--- config.mk ---
export PLATFORM = sky130hd
export DESIGN_NAME = ram32_bus_arbiter
export DESIGN_NICKNAME = d
export VERILOG_FILES = /design/src/rtl/ram32_bus_arbiter.sv
export SDC_FILE = /design/constraint.sdc
export NUM_CORES = 1
export LEC_CHECK = 0
export ABC_AREA = 1
export BUFFER_PORTS_ARGS = -buffer_cell sky130_fd_sc_hd__buf_2
export CORE_AREA = 3 3 104 106
export CTS_CLUSTER_SIZE = 30
export DETAILED_ROUTE_END_ITERATION = 16
export DIE_AREA = 0 0 107 109
export GPL_TIMING_DRIVEN = 0
export PLACE_DENSITY = 0.67
export SYNTH_ARGS = -nofsm -noshare
export SYNTH_HDL_FRONTEND = slang
export SYNTH_SLANG_ARGS = --single-unit
--- constraint.sdc ---
create_clock -name clk -period 2.7 [get_ports clk]
set_input_delay 0.54 -clock clk [delete_from_list [all_inputs] [get_ports clk]]
set_output_delay 0.54 -clock clk [all_outputs]
set_load 0.1 [all_outputs]
--- src/rtl/ram32_bus_arbiter.sv ---
// Shares the single-port RAM32 macro between the host byte port, SERV ibus and SERV dbus.
// Fixed priority host > dbus > ibus, with starvation counters forcing dbus/ibus through.
module ram32_bus_arbiter #(
  parameter int ADDR_W     = 5,
  parameter int STARVE_MAX = 4
) (
  input  logic              clk,
  input  logic              rst_n,
  input  logic              host_req,
  input  logic              host_we,
  input  logic [ADDR_W+1:0] host_adr,
  input  logic [7:0]        host_wdata,
  output logic [7:0]        host_rdata,
  output logic              host_ack,
  input  logic              ibus_cyc,
  input  logic [31:0]       ibus_adr,
  output logic [31:0]       ibus_rdt,
  output logic              ibus_ack,
  input  logic              dbus_cyc,
  input  logic              dbus_we,
  input  logic [3:0]        dbus_sel,
  input  logic [31:0]       dbus_adr,
  input  logic [31:0]       dbus_dat,
  output logic [31:0]       dbus_rdt,
  output logic              dbus_ack,
  output logic              ram_en,
  output logic [ADDR_W-1:0] ram_a,
  output logic [3:0]        ram_we,
  output logic [31:0]       ram_di,
  input  logic [31:0]       ram_do,
  output logic [1:0]        gnt
);

  localparam int SW = $clog2(STARVE_MAX + 1);
  localparam logic [SW-1:0] SMAX = SW'(STARVE_MAX);

  typedef enum logic {IDLE, RESP} state_t;
  typedef enum logic [1:0] {G_NONE, G_HOST, G_DBUS, G_IBUS} grant_t;

  state_t        r_state;
  grant_t        r_gnt;
  logic [1:0]    r_off;
  logic [SW-1:0] r_starve_d;
  logic [SW-1:0] r_starve_i;

  grant_t        w_win;
  logic          w_resp;
  logic          w_unused;

  assign w_unused = ^{ibus_adr[31:ADDR_W+2], ibus_adr[1:0],
                      dbus_adr[31:ADDR_W+2], dbus_adr[1:0]};

  // A saturated counter only forces a win while its requester is still asking.
  always_comb begin
    w_win = G_NONE;
    if (r_state == IDLE) begin
      if (dbus_cyc && r_starve_d == SMAX)      w_win = G_DBUS;
      else if (ibus_cyc && r_starve_i == SMAX) w_win = G_IBUS;
      else if (host_req)                       w_win = G_HOST;
      else if (dbus_cyc)                       w_win = G_DBUS;
      else if (ibus_cyc)                       w_win = G_IBUS;
    end
  end

  always_comb begin
    ram_en = 1'b0;
    ram_a  = '0;
    ram_we = '0;
    ram_di = '0;
    if (rst_n) begin
      case (w_win)
        G_HOST: begin
          ram_en = 1'b1;
          ram_a  = host_adr[ADDR_W+1:2];
          ram_we = host_we ? (4'b0001 << host_adr[1:0]) : 4'b0000;
          ram_di = {4{host_wdata}};
        end
        G_DBUS: begin
          ram_en = 1'b1;
          ram_a  = dbus_adr[ADDR_W+1:2];
          ram_we = dbus_we ? dbus_sel : 4'b0000;
          ram_di = dbus_dat;
        end
        G_IBUS: begin
          ram_en = 1'b1;
          ram_a  = ibus_adr[ADDR_W+1:2];
        end
        default: ;
      endcase
    end
  end

  always_ff @(posedge clk) begin
    if (!rst_n) begin
      r_state    <= IDLE;
      r_gnt      <= G_NONE;
      r_off      <= '0;
      r_starve_d <= '0;
      r_starve_i <= '0;
    end else begin
      case (r_state)
        IDLE: begin
          if (w_win != G_NONE) begin
            r_state <= RESP;
            r_gnt   <= w_win;
            r_off   <= host_adr[1:0];
          end
          if (!dbus_cyc || w_win == G_DBUS) r_starve_d <= '0;
          else if (r_starve_d != SMAX)      r_starve_d <= r_starve_d + 1'b1;
          if (!ibus_cyc || w_win == G_IBUS) r_starve_i <= '0;
          else if (r_starve_i != SMAX)      r_starve_i <= r_starve_i + 1'b1;
        end
        RESP: r_state <= IDLE;
      endcase
    end
  end

  // rst_n also gates the response so an ack cycle cut short by reset shows nothing.
  assign w_resp     = rst_n && (r_state == RESP);
  assign host_ack   = w_resp && (r_gnt == G_HOST);
  assign dbus_ack   = w_resp && (r_gnt == G_DBUS);
  assign ibus_ack   = w_resp && (r_gnt == G_IBUS);
  assign host_rdata = host_ack ? ram_do[{r_off, 3'b000} +: 8] : '0;
  assign dbus_rdt   = dbus_ack ? ram_do : '0;
  assign ibus_rdt   = ibus_ack ? ram_do : '0;
  assign gnt        = r_gnt;

endmodule

== After elaboration in Yosys (flattened, before gate mapping) ==
Cells that the tools add are included.

* Flip-flop bits (word level): 11
* Input bits: 154
* Output and inout port bits: 119
* Word-level logic and storage cells: 62

* Add/sub/neg operators: 2
* Eq/ne operators: 10
* Shift operators: 2
* Multiplexer cells: 25
* Bitwise gates (word level): 1
* Reductions and logical operators: 17

{| class="wikitable"
|+ Operator list
! cell !! count
|-
| two-way mux 32 bit || 3
|-
| case mux 32 bit (2 select lines) || 1
|-
| indexed part select 32 x 6 -> 8 bit || 1
|-
| case mux 5 bit (3 select lines) || 1
|-
| two-way mux 2 bit || 6
|-
| two-way mux 3 bit || 4
|-
| two-way mux 4 bit || 3
|-
| == test 2 bit, second input constant || 4
|-
| two-way mux 8 bit || 1
|-
| case mux 4 bit (2 select lines) || 1
|-
| adder 3 x 1 -> 3 bit, second input constant || 2
|-
| == test 3 bit, second input constant || 2
|-
| logical AND 1 bit || 6
|-
| != test 3 bit, second input constant || 2
|-
| AND reduction 2 bit || 3
|-
| nonzero test 2 bit || 3
|-
| two-way mux 5 bit || 1
|-
| == test 2 x 1 -> 1 bit, second input constant || 2
|-
| << shifter 1 x 2 -> 4 bit, first input constant || 1
|-
| two-way mux 1 bit || 3
|-
| OR reduction 3 bit || 1
|-
| zero test 1 bit || 2
|-
| logical OR 1 bit || 2
|-
| case mux 1 bit (2 select lines) || 1
|-
| inverter 1 bit || 1
|}

== Depth between registers and ports, before layout ==
* Word-level depth: 10
* Depth in mapped cells: 14
* Mapped depth without buffers: 14

== Worst setup path after synthesis ==
No wires, ideal clock.

* Kind: flip-flop to output port
* From: register r_gnt[1], in the netlist gnt[1]
* To: output dbus_rdt[0]
* Arrival: 3.979 ns
* Data required time: 2.160 ns
* Path slack: -1.819 ns
* Stages on the path, launching flop included: 5
* Path buffers: 0
* Path through: dfxtp_1 inv_1 nor3_2 inv_2 nor2_1

* Longest elaborated chain between the ends: 3

{| class="wikitable"
|+ Ends and longest elaborated chain
! item !! RTL line !! text
|-
| start, declared || 41 || <nowiki>grant_t r_gnt;</nowiki>
|-
| start signal, assigned || 105 || <nowiki>r_gnt <= w_win;</nowiki>
|-
| == test 2 bit || 121 || <nowiki>assign dbus_ack = w_resp && (r_gnt == G_DBUS);</nowiki>
|-
| logical AND 1 bit || 121 ||
|-
| net dbus_ack || 25 || <nowiki>output logic dbus_ack,</nowiki>
|-
| two-way mux 32 bit || 124 || <nowiki>assign dbus_rdt = dbus_ack ? ram_do : '0;</nowiki>
|-
| end, declared || 24 || <nowiki>output logic [31:0] dbus_rdt,</nowiki>
|}

The timed path passes the listed nets, and every way through them passes these cells.

== Worst setup path after layout ==
* From: register r_starve_i[0]
* To: output ram_di[10]

* Longest elaborated chain between the ends: 8
* Elaborated cells on any way between the ends: 9
* Classes of those cells: eq/ne (3); mux (5); reduce/logical (1)

{| class="wikitable"
|+ Ends and longest elaborated chain
! item !! RTL line !! text
|-
| start, declared || 44 || <nowiki>logic [SW-1:0] r_starve_i;</nowiki>
|-
| start signal, assigned || 111 || <nowiki>else if (r_starve_i != SMAX) r_starve_i <= r_starve_i + 1'b1;</nowiki>
|-
| == test 3 bit (*) || 58 || <nowiki>else if (ibus_cyc && r_starve_i == SMAX) w_win = G_IBUS;</nowiki>
|-
| logical AND 1 bit (*) || 58 ||
|-
| two-way mux 2 bit (*) || 58 ||
|-
| two-way mux 2 bit (*) || 57 || <nowiki>if (dbus_cyc && r_starve_d == SMAX) w_win = G_DBUS;</nowiki>
|-
| two-way mux 2 bit (*) || 56 || <nowiki>if (r_state == IDLE) begin</nowiki>
|-
| net w_win[1] || 46 || <nowiki>grant_t w_win;</nowiki>
|-
| == test 2 bit / == test 2 x 1 -> 1 bit (equally long branches) || 71 || <nowiki>case (w_win)</nowiki>
|-
| case mux 32 bit (2 select lines) (*) || 71 ||
|-
| two-way mux 32 bit (*) || 70 || <nowiki>if (rst_n) begin</nowiki>
|-
| end, declared || 29 || <nowiki>output logic [31:0] ram_di,</nowiki>
|}

The timed path passes the listed nets; every way through them passes the cells marked *.

==> reports/results.md <==
| Stage | Item | This run |
| --- | --- | --- |
| status | Run status | finished, violations left |
| status | Failing checks | negative setup slack |
| setup path | Crit path max fanout | 8 |
| clock network | Total CTS buffers | 3 |
| floorplan | Die Span X | 107 µm |
| power and ir drop | Switching power as a share of total power | 0.568 |
| finish | Layout cells sized above 1 | 0.673 |
| sta | Worst hold slack | 0.504 ns |
| setup path | Worst path required time | 2.16 ns |
| setup path | R2r worst-path depth | 12 |
| worst hold path | Startpoint of the most critical hold path | r_starve_i[1] |
| sta | Setup TNS Final | -1.47 ns |
| detailed routing | Number of violations reported at the end of detailed-routing iteration 0 | 174 |
| run | Max-cap viol count | 0 |
| finish | Total Nets Final | 781 |
| detailed routing | First-pass iteration count of the detailed router | 6 |
| clock network | Worst-skew pair later-pin latency | 0.24 ns |
| global routing | Global-route wire length before repair | 17300 µm |
| yosys | Count of synthesis-stage warnings from yosys | 0 |
| global routing | Number of antenna violations at the first check in global routing | 2 |
| power and ir drop | Logic gate share of total power | 0.785 |
| finish | Final Instance Area | 0.00513 mm² |
| sta | Unrepaired setup endpoints after global routing | yes |
| yosys | Seq/Total Area, Yosys | 0.111 |
| finish | Sequential standard cell area | 236 µm² |
| sta | Total of endpoints with negative setup slack in the final report | 36 |
| power and ir drop | Portion of total power attributed to the clock network | 0.099 |
| power and ir drop | Maximum VDD drop | 0.000199 V |
| placement | GP Congestion | 0.838 |
| global routing | Via count of the first global-routing pass | 3372 |
| clock network | Clock Tree Buf Depth | 2 |
| clock network | CTS HTree Levels | 1 |
| sta | Number of max-slew violations in the final report | 0 |
| floorplan | Area of the die | 0.0117 mm² |
| placement | Placed Instance Area | 0.00406 mm² |
| sta | Slew of the pin with the lowest slew margin | 0.562 ns |
| finish | Most common library cell in the layout ignoring fill and taps | buf_2 |
| floorplan | Floorplan row count | 36 |
| detailed routing | Average wire per standard cell | 15.8 µm |
| global routing | Global Route Usage Sum | 0.185 |
| placement | Post-detailed-placement half-perimeter wirelength | 9320 µm |
| yosys | Netlist area before placement | 0.00199 mm² |
| detailed routing | DRC violation count after routing | 0 |
| yosys | Avg Cell Area, Syn | 5.19 µm² |
| power and ir drop | Share of power burned in registers | 0.117 |
| power and ir drop | Cell Int Power | 0.000751 W |
| clock network | Post-CTS clock slew at the launch and capture registers of the worst setup and hold paths | 0.05 ns |
| floorplan | Area of the core region | 0.00986 mm² |
| global routing | Largest net degree at the start of global routing | 11 |
| yosys | Mapped Nets | 545 |
| floorplan | Die height | 109 µm |
| setup path | Critical path data arrival time | 2.22 ns |
| detailed routing | Via/cell ratio | 4.57 |
| detailed routing | Via count | 3434 |
| clock network | Sinks on Clock Net | 11 |
| power and ir drop | Post-layout power | 0.00174 W |
| sta | Max-Slew Margin vs Limit | 0.624 |
| placement | Input/output buffers | 218 |
| floorplan | IO Count | 273 |
| sta | Final period utilization | 1.02 |
| worst hold path | Type of the tightest min-delay check | reg2reg |
| finish | Post-synthesis to final-layout area growth | 158% |
| finish | Multi-input gate area | 0.00229 mm² |
| global routing | GRT Residual Overflow | 0 |
| yosys | Number of standard cells after synthesis | 383 |
| detailed routing | Final Routed Wirelength | 11800 µm |
| clock network | Number of buffers inserted by hold repair at cts | 0 |
| setup path | Reg-to-reg critical path startpoint | r_starve_i[0] |
| sta | Number of endpoints with negative hold slack in the final report | 0 |
| power and ir drop | Power per cell area | 339 mW/mm² |
| floorplan | Initial Util | 0.202 |
| yosys | Post-synthesis register bit count | 11 |
| setup path | CP startpoint kind | register |
| finish | Antenna diode count | 0 |
| setup path | Element type at the critical path end | primary output |
| finish | Fillcell total | 872 |
| finish | Most frequent cells in the layout | buf_2 (180), nand2_1 (71), inv_1 (49), buf_12 (45), nor2_4 (36) |
| setup path | Worst setup path category | reg2out |
| detailed routing | Antenna-violating nets left | 0 |
| yosys | Number of unique standard cell types used by synthesis | 24 |
| sta | FMAX | 0.362 GHz |
| clock network | Clock tree from TritonCTS | yes |
| clock network | Buffer cell driving the clock tree root | clkbuf_8 |
| sta | Fin Clk Skew | 0.00236 ns |
| power and ir drop | Cell leakage power | 2.39 nW |
| setup path | Start point of the critical path | r_starve_i[0] |
| worst hold path | Hold path depth | 2 |
| sta | Worst setup slack after layout | -0.0635 ns |
| sta | Fin crit period | 2.76 ns |
| power and ir drop | Net Switching | 0.000988 W |
==> per-stage QoR <==
step                       util  setup WS, ns  std cells
final                     0.520       -0.0635        751
after global routing      0.520        -0.149        751
after CTS                 0.493       -0.0578        742
after detailed placement  0.411        -0.455        734
after global placement    0.411        -0.398        734
after floorplan               -        -0.165        383
==> routing by layer <==
layer | part of all wire | GRT usage | wire, µm | vias to the layer above
li1 | - | - | - | 1670
met1 | 0.34 | 0.183 | 3980 | 1528
met2 | 0.54 | 0.372 | 6400 | 208
met3 | 0.10 | 0.0568 | 1190 | 24
met4 | 0.020 | 0.0475 | 236 | 4
met5 | 0.0020 | 0 | 24 | -
==> cells in the mapped netlist <==
library cell	count	area, µm²
a21oi_1	68	340
a22oi_1	1	7.51
a31oi_1	1	6.26
buf_2	9	45.0
buf_4	3	22.5
buf_6	4	45.0
clkbuf_1	2	7.51
clkinv_1	1	3.75
dfxtp_1	11	220
ha_1	8	100
inv_1	62	233
inv_2	3	11.3
nand2_1	90	338
nand3_1	15	75.1
nand3_2	1	10.0
nor2_1	48	180
nor2_2	28	175
nor2_4	3	33.8
nor3_1	2	10.0
nor3_2	1	10.0
o21a_1	1	7.51
o21ai_0	19	95.1
o21ai_1	1	5.00
o21bai_1	1	7.51
==> logic make-up after synthesis <==
group,after synthesis,share of synthesized area
DFF,11,0.111
buffers and inverters,84,0.185
and+or+nand+nor,188,0.418
AOI/OAI and AO/OA,92,0.236
adders and majority gates,8,0.0503
==> critical path, stage by stage (launching register included) <==
cell	delay [ns]
dfxtp_2	0.33
inv_2	0.09
ha_4	0.16
nand3_4	0.09
a31oi_4	0.27
inv_2	0.09
ha_4	0.22
nor2_4	0.13
inv_8	0.08
clkbuf_16	0.18
a21oi_4	0.14
buf_12	0.19
==> sequential cells by signal, indices dropped and copies added (netlist names) <==
name and count:
r_starve_d 3, r_starve_i 3, gnt 2, r_off 2, r_state 1
==> layout make-up <==
class                      instances  area share
buffer                            18      0.0446
clock buffer                       4     0.00878
inverter                          66      0.0549
multi-input combinational        288       0.447
sequential                        11      0.0461
tap                              133      0.0324
timing repair buffer             231       0.366
==> repair_timing <==
action | 4_1_cts | 5_1_grt
cloned | 0 | 4
setup buffers | 4 | 5
gates resized for setup | 191 | 32
setup endpoints to repair | 42 | 42
pin swaps | 7 | 11
==> power by group through the flow <==
stage | registers (W) | logic, W | clock network [W]
final | 0.000203 | 0.00136 | 0.000171
after CTS | 0.000202 | 0.00126 | 0.000174
after floorplan | 0.000229 | 0.000821 | 0
after global routing | 0.000206 | 0.00143 | 0.000182
after detailed placement | 0.000202 | 0.00107 | 0
after global placement | 0.000201 | 0.00105 | 0
==> worst paths after layout <==
path | to | slack [ns]
setup / recovery | ram_di[10] | -0.06
hold / removal | r_starve_i[1] | 0.50
setup reg to reg | r_starve_i[2] | 0.79
hold reg to reg | r_starve_i[1] | 0.50
(Power assumes the default switching activity.)
